## config.mk

```make
export PLATFORM = sky130hd
export DESIGN_NAME = matmul_seq_ctrl_flat
export DESIGN_NICKNAME = d
export VERILOG_FILES = /design/src/rtl/matmul_pkg.sv /design/src/rtl/matmul_seq_if.sv /design/src/rtl/matmul_seq_ctrl_dly.sv /design/src/rtl/matmul_seq_ctrl.sv /design/src/flat_wrapper.sv
export SDC_FILE = /design/constraint.sdc
export NUM_CORES = 1
export LEC_CHECK = 0
export ABC_AREA = 1
export CAP_MARGIN = 10
export CELL_PAD_IN_SITES_DETAIL_PLACEMENT = 1
export CELL_PAD_IN_SITES_GLOBAL_PLACEMENT = 1
export CORE_MARGIN = 1.5
export CORE_UTILIZATION = 33
export DETAILED_ROUTE_END_ITERATION = 12
export PLACE_DENSITY = 0.79
export SLEW_MARGIN = 20
export SYNTH_ARGS = -nofsm -noshare
export SYNTH_HDL_FRONTEND = slang
export SYNTH_HIERARCHICAL = 1
export SYNTH_SLANG_ARGS = --single-unit
```

## constraint.sdc

```tcl
create_clock -name clk -period 2.4 [get_ports clk]
set_clock_uncertainty 0.2 [all_clocks]
set_input_delay 0.72 -clock clk [delete_from_list [all_inputs] [get_ports clk]]
set_output_delay 0.72 -clock clk [all_outputs]
set_load 0.01 [all_outputs]
```

## src/rtl/matmul_pkg.sv

```systemverilog
// Shared types and constants for the Q7.9 matrix-multiply sequencer.
package matmul_pkg;

    localparam int INT_BITS  = 7;
    localparam int FRAC_BITS = 9;
    localparam int DATA_W    = INT_BITS + FRAC_BITS;
    localparam int N_DEF     = 16;

    typedef enum logic [2:0] {
        IDLE,
        ISSUE,
        DRAIN,
        WRITE,
        DONE
    } seq_state_t;

endpackage

```

## src/rtl/matmul_seq_if.sv

```systemverilog
// Job, operand-read, MAC and writeback signals of the sequencer.
interface matmul_seq_if
    import matmul_pkg::*;
#(
    parameter int N = N_DEF
);
    localparam int RW = $clog2(N);
    localparam int AW = 2 * RW;

    logic          start;
    logic          busy;
    logic          done;
    logic          a_rd_en;
    logic [AW-1:0] a_rd_addr;
    logic          b_rd_en;
    logic [RW-1:0] b_rd_addr;
    logic          mac_clr;
    logic          mac_en;
    logic          c_wr_valid;
    logic          c_wr_ready;
    logic [RW-1:0] c_wr_row;

    modport master (
        input  start, c_wr_ready,
        output busy, done, a_rd_en, a_rd_addr,
        output b_rd_en, b_rd_addr, mac_clr, mac_en,
        output c_wr_valid, c_wr_row
    );

    modport slave (
        output start, c_wr_ready,
        input  busy, done, a_rd_en, a_rd_addr,
        input  b_rd_en, b_rd_addr, mac_clr, mac_en,
        input  c_wr_valid, c_wr_row
    );

endinterface

```

## src/rtl/matmul_seq_ctrl_dly.sv

```systemverilog
// Shift register that aligns {mac_clr, mac_en} with operand read data.
module seq_delay_line #(
    parameter int DEPTH = 1
) (
    input  logic       clk,
    input  logic       rst_n,
    input  logic [1:0] d_i,
    output logic [1:0] q_o
);

    logic [1:0] sr_q [DEPTH];

    always_ff @(posedge clk or negedge rst_n) begin
        if (!rst_n) begin
            for (int s = 0; s < DEPTH; s++) begin
                sr_q[s] <= '0;
            end
        end else begin
            sr_q[0] <= d_i;
            for (int s = 1; s < DEPTH; s++) begin
                sr_q[s] <= sr_q[s-1];
            end
        end
    end

    assign q_o = sr_q[DEPTH-1];

endmodule

```

## src/rtl/matmul_seq_ctrl.sv

```systemverilog
// Row-serial sequencer for C = A*B over an N-lane MAC row.
// Define MATMUL_SEQ_PERF_EN to add stall_cycles / job_cycles counters.
module matmul_seq_ctrl
    import matmul_pkg::*;
#(
    parameter int N       = N_DEF,
    parameter int RD_LAT  = 1,
    parameter int MAC_LAT = 2,
    parameter int AW      = 2 * $clog2(N)
) (
    input  logic         clk,
    input  logic         rst_n,
    matmul_seq_if.master bus
`ifdef MATMUL_SEQ_PERF_EN
    ,
    output logic [31:0]  stall_cycles,
    output logic [31:0]  job_cycles
`endif
);

    localparam int RW = $clog2(N);
    localparam int LT = RD_LAT + MAC_LAT;
    localparam int CW = $clog2(LT + 1);

    localparam logic [RW-1:0] LAST     = RW'(N - 1);
    localparam logic [CW-1:0] DRAIN_LD = CW'(LT - 1);

    seq_state_t    state_q, state_d;
    logic [RW-1:0] i_q, i_d;
    logic [RW-1:0] k_q, k_d;
    logic [CW-1:0] cnt_q, cnt_d;

    logic          rd_en;
    logic          busy;
    logic          done;
    logic          wr_valid;
    logic [AW-1:0] a_addr;
    logic [RW-1:0] b_addr;
    logic [RW-1:0] wr_row;
    logic [1:0]    mac_q;

    always_ff @(posedge clk or negedge rst_n) begin
        if (!rst_n) begin
            state_q <= IDLE;
            i_q     <= '0;
            k_q     <= '0;
            cnt_q   <= '0;
        end else begin
            state_q <= state_d;
            i_q     <= i_d;
            k_q     <= k_d;
            cnt_q   <= cnt_d;
        end
    end

    always_comb begin
        state_d = state_q;
        i_d     = i_q;
        k_d     = k_q;
        cnt_d   = cnt_q;
        unique case (state_q)
            IDLE: begin
                if (bus.start) begin
                    state_d = ISSUE;
                    i_d     = '0;
                    k_d     = '0;
                end
            end
            ISSUE: begin
                k_d = k_q + 1'b1;
                if (k_q == LAST) begin
                    k_d     = '0;
                    cnt_d   = DRAIN_LD;
                    state_d = DRAIN;
                end
            end
            DRAIN: begin
                if (cnt_q == '0) begin
                    state_d = WRITE;
                end else begin
                    cnt_d = cnt_q - 1'b1;
                end
            end
            WRITE: begin
                if (bus.c_wr_ready) begin
                    if (i_q == LAST) begin
                        state_d = DONE;
                    end else begin
                        i_d     = i_q + 1'b1;
                        state_d = ISSUE;
                    end
                end
            end
            DONE: begin
                state_d = IDLE;
            end
            default: begin
                state_d = IDLE;
            end
        endcase
    end

    // Addresses and row index read as zero outside the state that uses them.
    always_comb begin
        busy     = (state_q != IDLE);
        done     = (state_q == DONE);
        rd_en    = (state_q == ISSUE);
        wr_valid = (state_q == WRITE);
        a_addr   = rd_en ? AW'({i_q, k_q}) : '0;
        b_addr   = rd_en ? k_q : '0;
        wr_row   = wr_valid ? i_q : '0;
    end

    seq_delay_line #(
        .DEPTH (RD_LAT)
    ) u_dly (
        .clk   (clk),
        .rst_n (rst_n),
        .d_i   ({rd_en && (k_q == '0), rd_en}),
        .q_o   (mac_q)
    );

    assign bus.busy       = busy;
    assign bus.done       = done;
    assign bus.a_rd_en    = rd_en;
    assign bus.a_rd_addr  = a_addr;
    assign bus.b_rd_en    = rd_en;
    assign bus.b_rd_addr  = b_addr;
    assign bus.mac_clr    = mac_q[1];
    assign bus.mac_en     = mac_q[0];
    assign bus.c_wr_valid = wr_valid;
    assign bus.c_wr_row   = wr_row;

`ifdef MATMUL_SEQ_PERF_EN
    logic [31:0] stall_q;
    logic [31:0] job_q;

    always_ff @(posedge clk or negedge rst_n) begin
        if (!rst_n) begin
            stall_q <= '0;
            job_q   <= '0;
        end else if (state_q == IDLE && bus.start) begin
            stall_q <= '0;
            job_q   <= '0;
        end else begin
            if (wr_valid && !bus.c_wr_ready && stall_q != '1) begin
                stall_q <= stall_q + 1'b1;
            end
            if (busy && job_q != '1) begin
                job_q <= job_q + 1'b1;
            end
        end
    end

    assign stall_cycles = stall_q;
    assign job_cycles   = job_q;
`endif

endmodule

```

## src/flat_wrapper.sv

```systemverilog
// flat-port wrapper written by rule: the top's interface ports become plain ports
module matmul_seq_ctrl_flat import matmul_pkg::*;
#(
    parameter int N       = N_DEF,
    parameter int RD_LAT  = 1,
    parameter int MAC_LAT = 2,
    parameter int AW      = 2 * $clog2(N)
)
  (clk, rst_n, bus_start, bus_c_wr_ready, bus_busy, bus_done, bus_a_rd_en, bus_a_rd_addr, bus_b_rd_en, bus_b_rd_addr, bus_mac_clr, bus_mac_en, bus_c_wr_valid, bus_c_wr_row);
  matmul_seq_if #(.N(N)) bus_i ();
  input  logic clk;
  input  logic rst_n;
  input wire logic [$bits(bus_i.start)-1:0] bus_start;
  input wire logic [$bits(bus_i.c_wr_ready)-1:0] bus_c_wr_ready;
  output wire logic [$bits(bus_i.busy)-1:0] bus_busy;
  output wire logic [$bits(bus_i.done)-1:0] bus_done;
  output wire logic [$bits(bus_i.a_rd_en)-1:0] bus_a_rd_en;
  output wire logic [$bits(bus_i.a_rd_addr)-1:0] bus_a_rd_addr;
  output wire logic [$bits(bus_i.b_rd_en)-1:0] bus_b_rd_en;
  output wire logic [$bits(bus_i.b_rd_addr)-1:0] bus_b_rd_addr;
  output wire logic [$bits(bus_i.mac_clr)-1:0] bus_mac_clr;
  output wire logic [$bits(bus_i.mac_en)-1:0] bus_mac_en;
  output wire logic [$bits(bus_i.c_wr_valid)-1:0] bus_c_wr_valid;
  output wire logic [$bits(bus_i.c_wr_row)-1:0] bus_c_wr_row;
  assign bus_i.start = bus_start;
  assign bus_i.c_wr_ready = bus_c_wr_ready;
  assign bus_busy = bus_i.busy;
  assign bus_done = bus_i.done;
  assign bus_a_rd_en = bus_i.a_rd_en;
  assign bus_a_rd_addr = bus_i.a_rd_addr;
  assign bus_b_rd_en = bus_i.b_rd_en;
  assign bus_b_rd_addr = bus_i.b_rd_addr;
  assign bus_mac_clr = bus_i.mac_clr;
  assign bus_mac_en = bus_i.mac_en;
  assign bus_c_wr_valid = bus_i.c_wr_valid;
  assign bus_c_wr_row = bus_i.c_wr_row;
  matmul_seq_ctrl #(.N(N), .RD_LAT(RD_LAT), .MAC_LAT(MAC_LAT), .AW(AW)) u_core (.clk(clk), .rst_n(rst_n), .bus(bus_i));
endmodule
```

==> impl_metrics.json, run 1 <==
{
  "maxCapViolCount": 0,
  "synth-simple-area-share": 0.345,
  "yosysTopAreaCell": "dfrtp_1",
  "power.density_nw_per_um2": 1180,
  "synth_cells": 131,
  "syn2layout_area_growth_pct": 31.8,
  "dieHeight_um": 57.3,
  "clock.fmax_ghz": 0.426,
  "reg2reg_from": "u_core/state_q[2]",
  "clkPwrFrac": 0.104,
  "worstSetupEndpointType": "primary output",
  "dr_total_vias": 967,
  "cp_slowest_cell": "dfrtp_1",
  "critPathTopFamily": "flip-flops",
  "path_depth": 5,
  "async_flop_share": 1.00,
  "r2r_slack_ns": 0.73,
  "grt_pass1_vias": 1047,
  "finalHoldViolations": 0,
  "fill_cells": 355,
  "yosysWarnings": 6,
  "clk_pin_slew_ns": 0.10,
  "post-route-util": 0.462,
  "path_cells": "nor2_2, nand2_1, buf_6, nor2_1, clkdlybuf4s15_1",
  "synth_edf_count": 0,
  "min_path_cells": 2,
  "drc": 0,
  "comb_power_share": 0.617,
  "drt-initial-drc-count": 25,
  "vias_per_cell": 4.93,
  "die_w_um": 57.3,
  "synth_compound_area_frac": 0.0745,
  "core_area_um2": 2780,
  "timing.final.crit_share": 0.978,
  "tns_ns": 0,
  "synth_top_area_share": 0.385,
  "ys_top_cells_by_area": "dfrtp_1, nand2_1, inv_1, nor2_1, ha_1",
  "critPathMaxStageDelay_ns": 0.42,
  "ant_nets": 0,
  "start_kind": "flop",
  "synth.most_common_cell": "nand2_1",
  "cp_num_buf_inv": 2,
  "synthTopCellsByCount": "nand2_1, inv_1, nor2_1",
  "hold_end": "u_core/i_q[3]",
  "clock-sinks": 15,
  "clock_latency_ns": 0.30,
  "grt-ovfl-total": 0,
  "grt_first_pass_wirelength_um": 4750,
  "p_int_uw": 774,
  "synth.area.mux_share": 0,
  "worst_pin_slew_ns": 0.230,
  "maxSlewViolCount": 0,
  "grt_antenna_before_repair": 0,
  "worst_r2r_path_depth": 8,
  "clockBufferDepth": 2,
  "cts_made_buffers": 3,
  "min_path_type": "flop to flop",
  "io_buffers": 26,
  "worstHoldStart": "u_core/i_q[3]",
  "drive_above_1_share": 0.297,
  "switching_power_uw": 737,
  "synth_seq_cells": 15,
  "critPathKind": "flop to primary output",
  "layout.nets": 174,
  "cp.required_ns": 1.48,
  "dpl_worst_slack_ns": -0.0117,
  "grtUsageTotal": 0.187,
  "worstPathArrival_ns": 1.43,
  "p_seq_frac": 0.279,
  "hold_slack_ns": 0.290,
  "die_area_um2": 3290,
  "cp_max_fo": 12,
  "synth_top_family_by_area": "simple AND/OR/NAND/NOR gates",
  "totalWireLength_um": 2720,
  "avgSynthCellArea_um2": 7.44,
  "setup_violations": 0,
  "grt_max_degree": 16,
  "synth_ff_type": "dfrtp_1",
  "synth_cell_types": 22,
  "synth-adder-area-share": 0.0513,
  "synth_fp_nets": 139,
  "finalWorstSetupSlack_ns": 0.0529,
  "slew-limit-headroom": 0.845,
  "initial_utilization": 0.350,
  "p_leak_uw": 0.000664,
  "wl_per_cell_um": 13.9,
  "synth-xor-area-share": 0.0180,
  "htreeDepth": 1,
  "diodes": 0,
  "r2r_end": "u_core/state_q[0]",
  "cts_hold_buf": 0,
  "io_pins": 27,
  "power.share.switching": 0.488,
  "finalPower_uw": 1510,
  "cts_root_buf": "clkbuf_4",
  "ys_seq_area_frac": 0.385,
  "cts_tree": "done",
  "period_minus_slack_ns": 2.35,
  "status": "completed",
  "dr.pass1.iters": 4,
  "ir_drop_v": 0.000581,
  "row_count": 19,
  "synth_area_um2": 975,
  "gp_congestion": 0.782,
  "place_hpwl_um": 2130
}
## final cells by class
class / instances / area [um^2] / area share
flip-flops and latches: 15 / 377 / 0.293
repair buffers: 37 / 269 / 0.209
multi-input cells: 89 / 499 / 0.389
clock buffers: 4 / 26.3 / 0.0204
inverters: 20 / 75.1 / 0.0584
well taps: 31 / 38.8 / 0.0302
## power groups by stage
| stage | registers (uW) | logic [uW] | clock network [uW] |
|---|---|---|---|
| floorplan | 406 | 586 | 0 |
| global placement | 416 | 906 | 0 |
| detailed placement | 421 | 952 | 0 |
| CTS | 420 | 938 | 163 |
| global route | 436 | 1050 | 175 |
| finish | 422 | 932 | 157 |
## per-stage QoR
step | area [um^2] | cells
6_report | 1280 | 196
3_5_place_dp | 1290 | 190
4_1_cts | 1340 | 196
5_1_grt | 1280 | 196
2_1_floorplan | 975 | 131
3_3_place_gp | 1290 | 190
## layout by cell type (no fill, tap or decap), types with 6 or more instances in the layout
cell type | Yosys | routed
nand2_1 | 22 | 22
inv_1 | 20 | 19
nor2_1 | 20 | 16
dfrtp_1 | 15 | 14
clkbuf_2 | 0 | 12
nand3_1 | 10 | 10
buf_4 | 5 | 10
nor2_2 | 3 | 6
o21ai_0 | 6 | 6
## flip-flops by register name, indices dropped and copies added, names as in the netlist
name,cells
u_core/cnt_q,2
u_core/i_q,4
u_core/k_q,4
u_core/state_q,3
u_core/u_dly/q_o,2
## cell families after synthesis
family	count (synthesis)
AO/OA/AOI/OAI	14
adder cells (fa/ha/maj)	4
buffers and inverters	27
flip-flops	15
AND/OR/NAND/NOR	69
XOR/XNOR	2
## layer usage
layer  global-route usage  part of all wire  routed length, um  up-vias
li1                     -                 -                  -      473
met1                0.210              0.40               1080      467
met2                0.357              0.55               1500       20
met3               0.0272             0.034                 93        7
met4               0.0598             0.019                 53        0
met5                    0                 0                  0        -
## how the worst max path moves through the flow
stage	from	endpoint	slack [ns]
2_1_floorplan	u_core/state_q[1]	bus_b_rd_addr[2]	0.24
3_3_place_gp	u_core/state_q[0]	bus_a_rd_addr[7]	0.07
3_5_place_dp	u_core/state_q[2]	bus_b_rd_addr[1]	-0.01
4_1_cts	u_core/state_q[1]	bus_b_rd_addr[2]	-0.003
5_1_grt	u_core/state_q[2]	bus_a_rd_addr[5]	-0.01
6_report	u_core/state_q[2]	bus_a_rd_addr[5]	0.05
## tightest hold or removal path, stage by stage (launching register included)
cell and delay [ns]:
dfrtp_1 0.35, o21ai_1 0.06, nand2_1 0.05
## repair_timing
item / 4_1_cts / 5_1_grt
pin swaps: 0 / 1
gates cloned: 0 / 0
setup buffers: 2 / 0
resized for setup: 37 / 30
setup endpoints to repair: 21 / 18
Note: power is estimated with default switching activity, not from simulation.
==> inputs of run 2 (changes only) <==
Settings changed: SLEW_MARGIN 20 to not set.
==> results of run 2 <==
The final DEF is identical to that of run 1; final timing and power are the same.
==> inputs of run 3 (changes only) <==
Settings changed: CELL_PAD_IN_SITES_GLOBAL_PLACEMENT 1 to 2, CORE_UTILIZATION 33 to 26, PLACE_DENSITY 0.79 to 0.8, SETUP_SLACK_MARGIN set to 0.5.
==> run 3 against run 2 <==
Non-clock buffer count up 11; worst hold slack better by 0.0021 ns; design area up 18%; first-iteration DRC count up 130%; register-to-register slack worse by 0.16 ns; combinational power up 36%; largest cell class unchanged.
==> impl_metrics.json, run 3 (same netlist as run 1, synthesis figures left out) <==
{
  "status": "completed",
  "cts_made_buffers": 3,
  "clock.fmax_ghz": 0.457,
  "place_hpwl_um": 2270,
  "io_buffers": 26,
  "cts_root_buf": "clkbuf_8",
  "syn2layout_area_growth_pct": 56.1,
  "dr_total_vias": 1032,
  "finalWorstSetupSlack_ns": 0.213,
  "htreeDepth": 1,
  "dp.cells": 208,
  "die_area_um2": 4120,
  "clk_pin_slew_ns": 0.06,
  "core_area_um2": 3630,
  "grt_pass1_vias": 1138,
  "diodes": 0,
  "die_w_um": 64.2,
  "cts_tree": "done",
  "top_regs": "u_core/i_q x4, u_core/k_q x4, u_core/state_q x3",
  "critPathMaxStageDelay_ns": 0.43,
  "grt-ovfl-total": 0,
  "clock_latency_ns": 0.25,
  "ant_nets": 0,
  "grt_max_degree": 16,
  "worstSetupEndpointType": "primary output",
  "rsz0062_at_grt": "true",
  "post-route-util": 0.419,
  "grtUsageTotal": 0.166,
  "totalWireLength_um": 3220,
  "period_minus_slack_ns": 2.19,
  "slew-limit-headroom": 0.839,
  "maxCapViolCount": 0,
  "initial_utilization": 0.268,
  "switching_power_uw": 885,
  "clkPwrFrac": 0.113,
  "power.share.switching": 0.465,
  "layout.nets": 186,
  "critPathKind": "flop to primary output",
  "finalNonFillerCells": 225,
  "drt-initial-drc-count": 57,
  "vias_per_cell": 4.59,
  "power.density_nw_per_um2": 1250,
  "drc": 0,
  "min_path_type": "flop to flop",
  "ir_drop_v": 0.000417,
  "timing.final.crit_share": 0.911,
  "maxSlewViolCount": 0,
  "dieHeight_um": 64.2,
  "cts_hold_buf": 0,
  "worstPathArrival_ns": 1.27,
  "row_count": 22,
  "layout_commonest_cell": "nand2_1",
  "path_cells": "nor2_4, nand2_8, nor2_1, buf_2",
  "comb_power_share": 0.669,
  "setup_violations": 0,
  "place_area_um2": 1360,
  "dr.pass1.iters": 4,
  "gp_congestion": 0.782,
  "cp_slowest_cell": "dfrtp_2",
  "grt_first_pass_wirelength_um": 5240,
  "cp_max_fo": 6,
  "r2r_slack_ns": 0.57,
  "p_seq_frac": 0.218,
  "wl_per_cell_um": 14.3,
  "grt_antenna_before_repair": 0,
  "worst_pin_slew_ns": 0.241,
  "p_leak_uw": 0.000765,
  "io_pins": 27,
  "finalHoldViolations": 0,
  "layout_common_cells": "nand2_1, buf_4, inv_1, buf_2, dfrtp_1",
  "clock-sinks": 15,
  "cp.required_ns": 1.48,
  "dpl_worst_slack_ns": -0.0149,
  "clockBufferDepth": 2,
  "p_int_uw": 1020,
  "final_area_um2": 1520,
  "start_kind": "flop",
  "drive_above_1_share": 0.435
}
[run 3: final cells by class]
class                           count  area (um^2)
Clock buffer                        4         45.0
Fill cell                         453         2110
Inverter                           20         80.1
Multi-Input combinational cell     90          578
Sequential cell                    15          379
Tap cell                           48         60.1
Timing Repair Buffer               48          379
[run 3: worst max-delay path, delay by kind of cell, from the launching register on]
kind / cells / cell delay [ns]
buf+inv: 1 / 0.14
flops: 1 / 0.43
simple gates: 3 / 0.45
[run 3: what timing repair did]
item                       in CTS  in global routing
gates resized for setup       107                  8
buffers inserted                9                  3
setup endpoints to repair      23                 22
pin swaps                       4                  3
cloned                          1                  0
[run 3: per-stage QoR]
stage | TNS, ns | power [uW] | hold slack, ns
4_1_cts | 0 | 1860 | 0.304
3_5_place_dp | -0.0483 | 1450 | 0.283
6_report | 0 | 1900 | 0.292
3_3_place_gp | 0 | 1390 | 0.254
2_1_floorplan | 0 | 1060 | 0.224
5_1_grt | 0 | 2050 | 0.325
[run 3: final timing paths]
path | end | depth (start not counted) | start
worst max register to register | u_core/i_q[3] | 9 | u_core/state_q[2]
worst max-delay path | bus_a_rd_addr[5] | 4 | u_core/state_q[2]
min in group asynchronous | u_core/state_q[1] | 2 | rst_n
max in group asynchronous | u_core/state_q[2] | 2 | rst_n
worst min register to register | u_core/i_q[3] | 2 | u_core/i_q[3]
worst min-delay path | u_core/i_q[3] | 2 | u_core/i_q[3]
[run 3: power groups by stage]
stage	Combinational, uW	Sequential (uW)	Clock, uW
5_1_grt	1390	427	231
3_5_place_dp	1030	417	0
3_3_place_gp	985	407	0
4_1_cts	1230	411	219
2_1_floorplan	646	410	0
6_report	1270	416	215
[run 3: layer usage]
metal | share of wire | up-vias | routed length, um | track usage
li1 | - | 499 | - | -
met1 | 0.41 | 513 | 1320 | 0.172
met2 | 0.57 | 18 | 1840 | 0.331
met3 | 0.013 | 2 | 41 | 0.0176
met4 | 0.0059 | 0 | 19 | 0.0665
met5 | 0 | - | 0 | 0
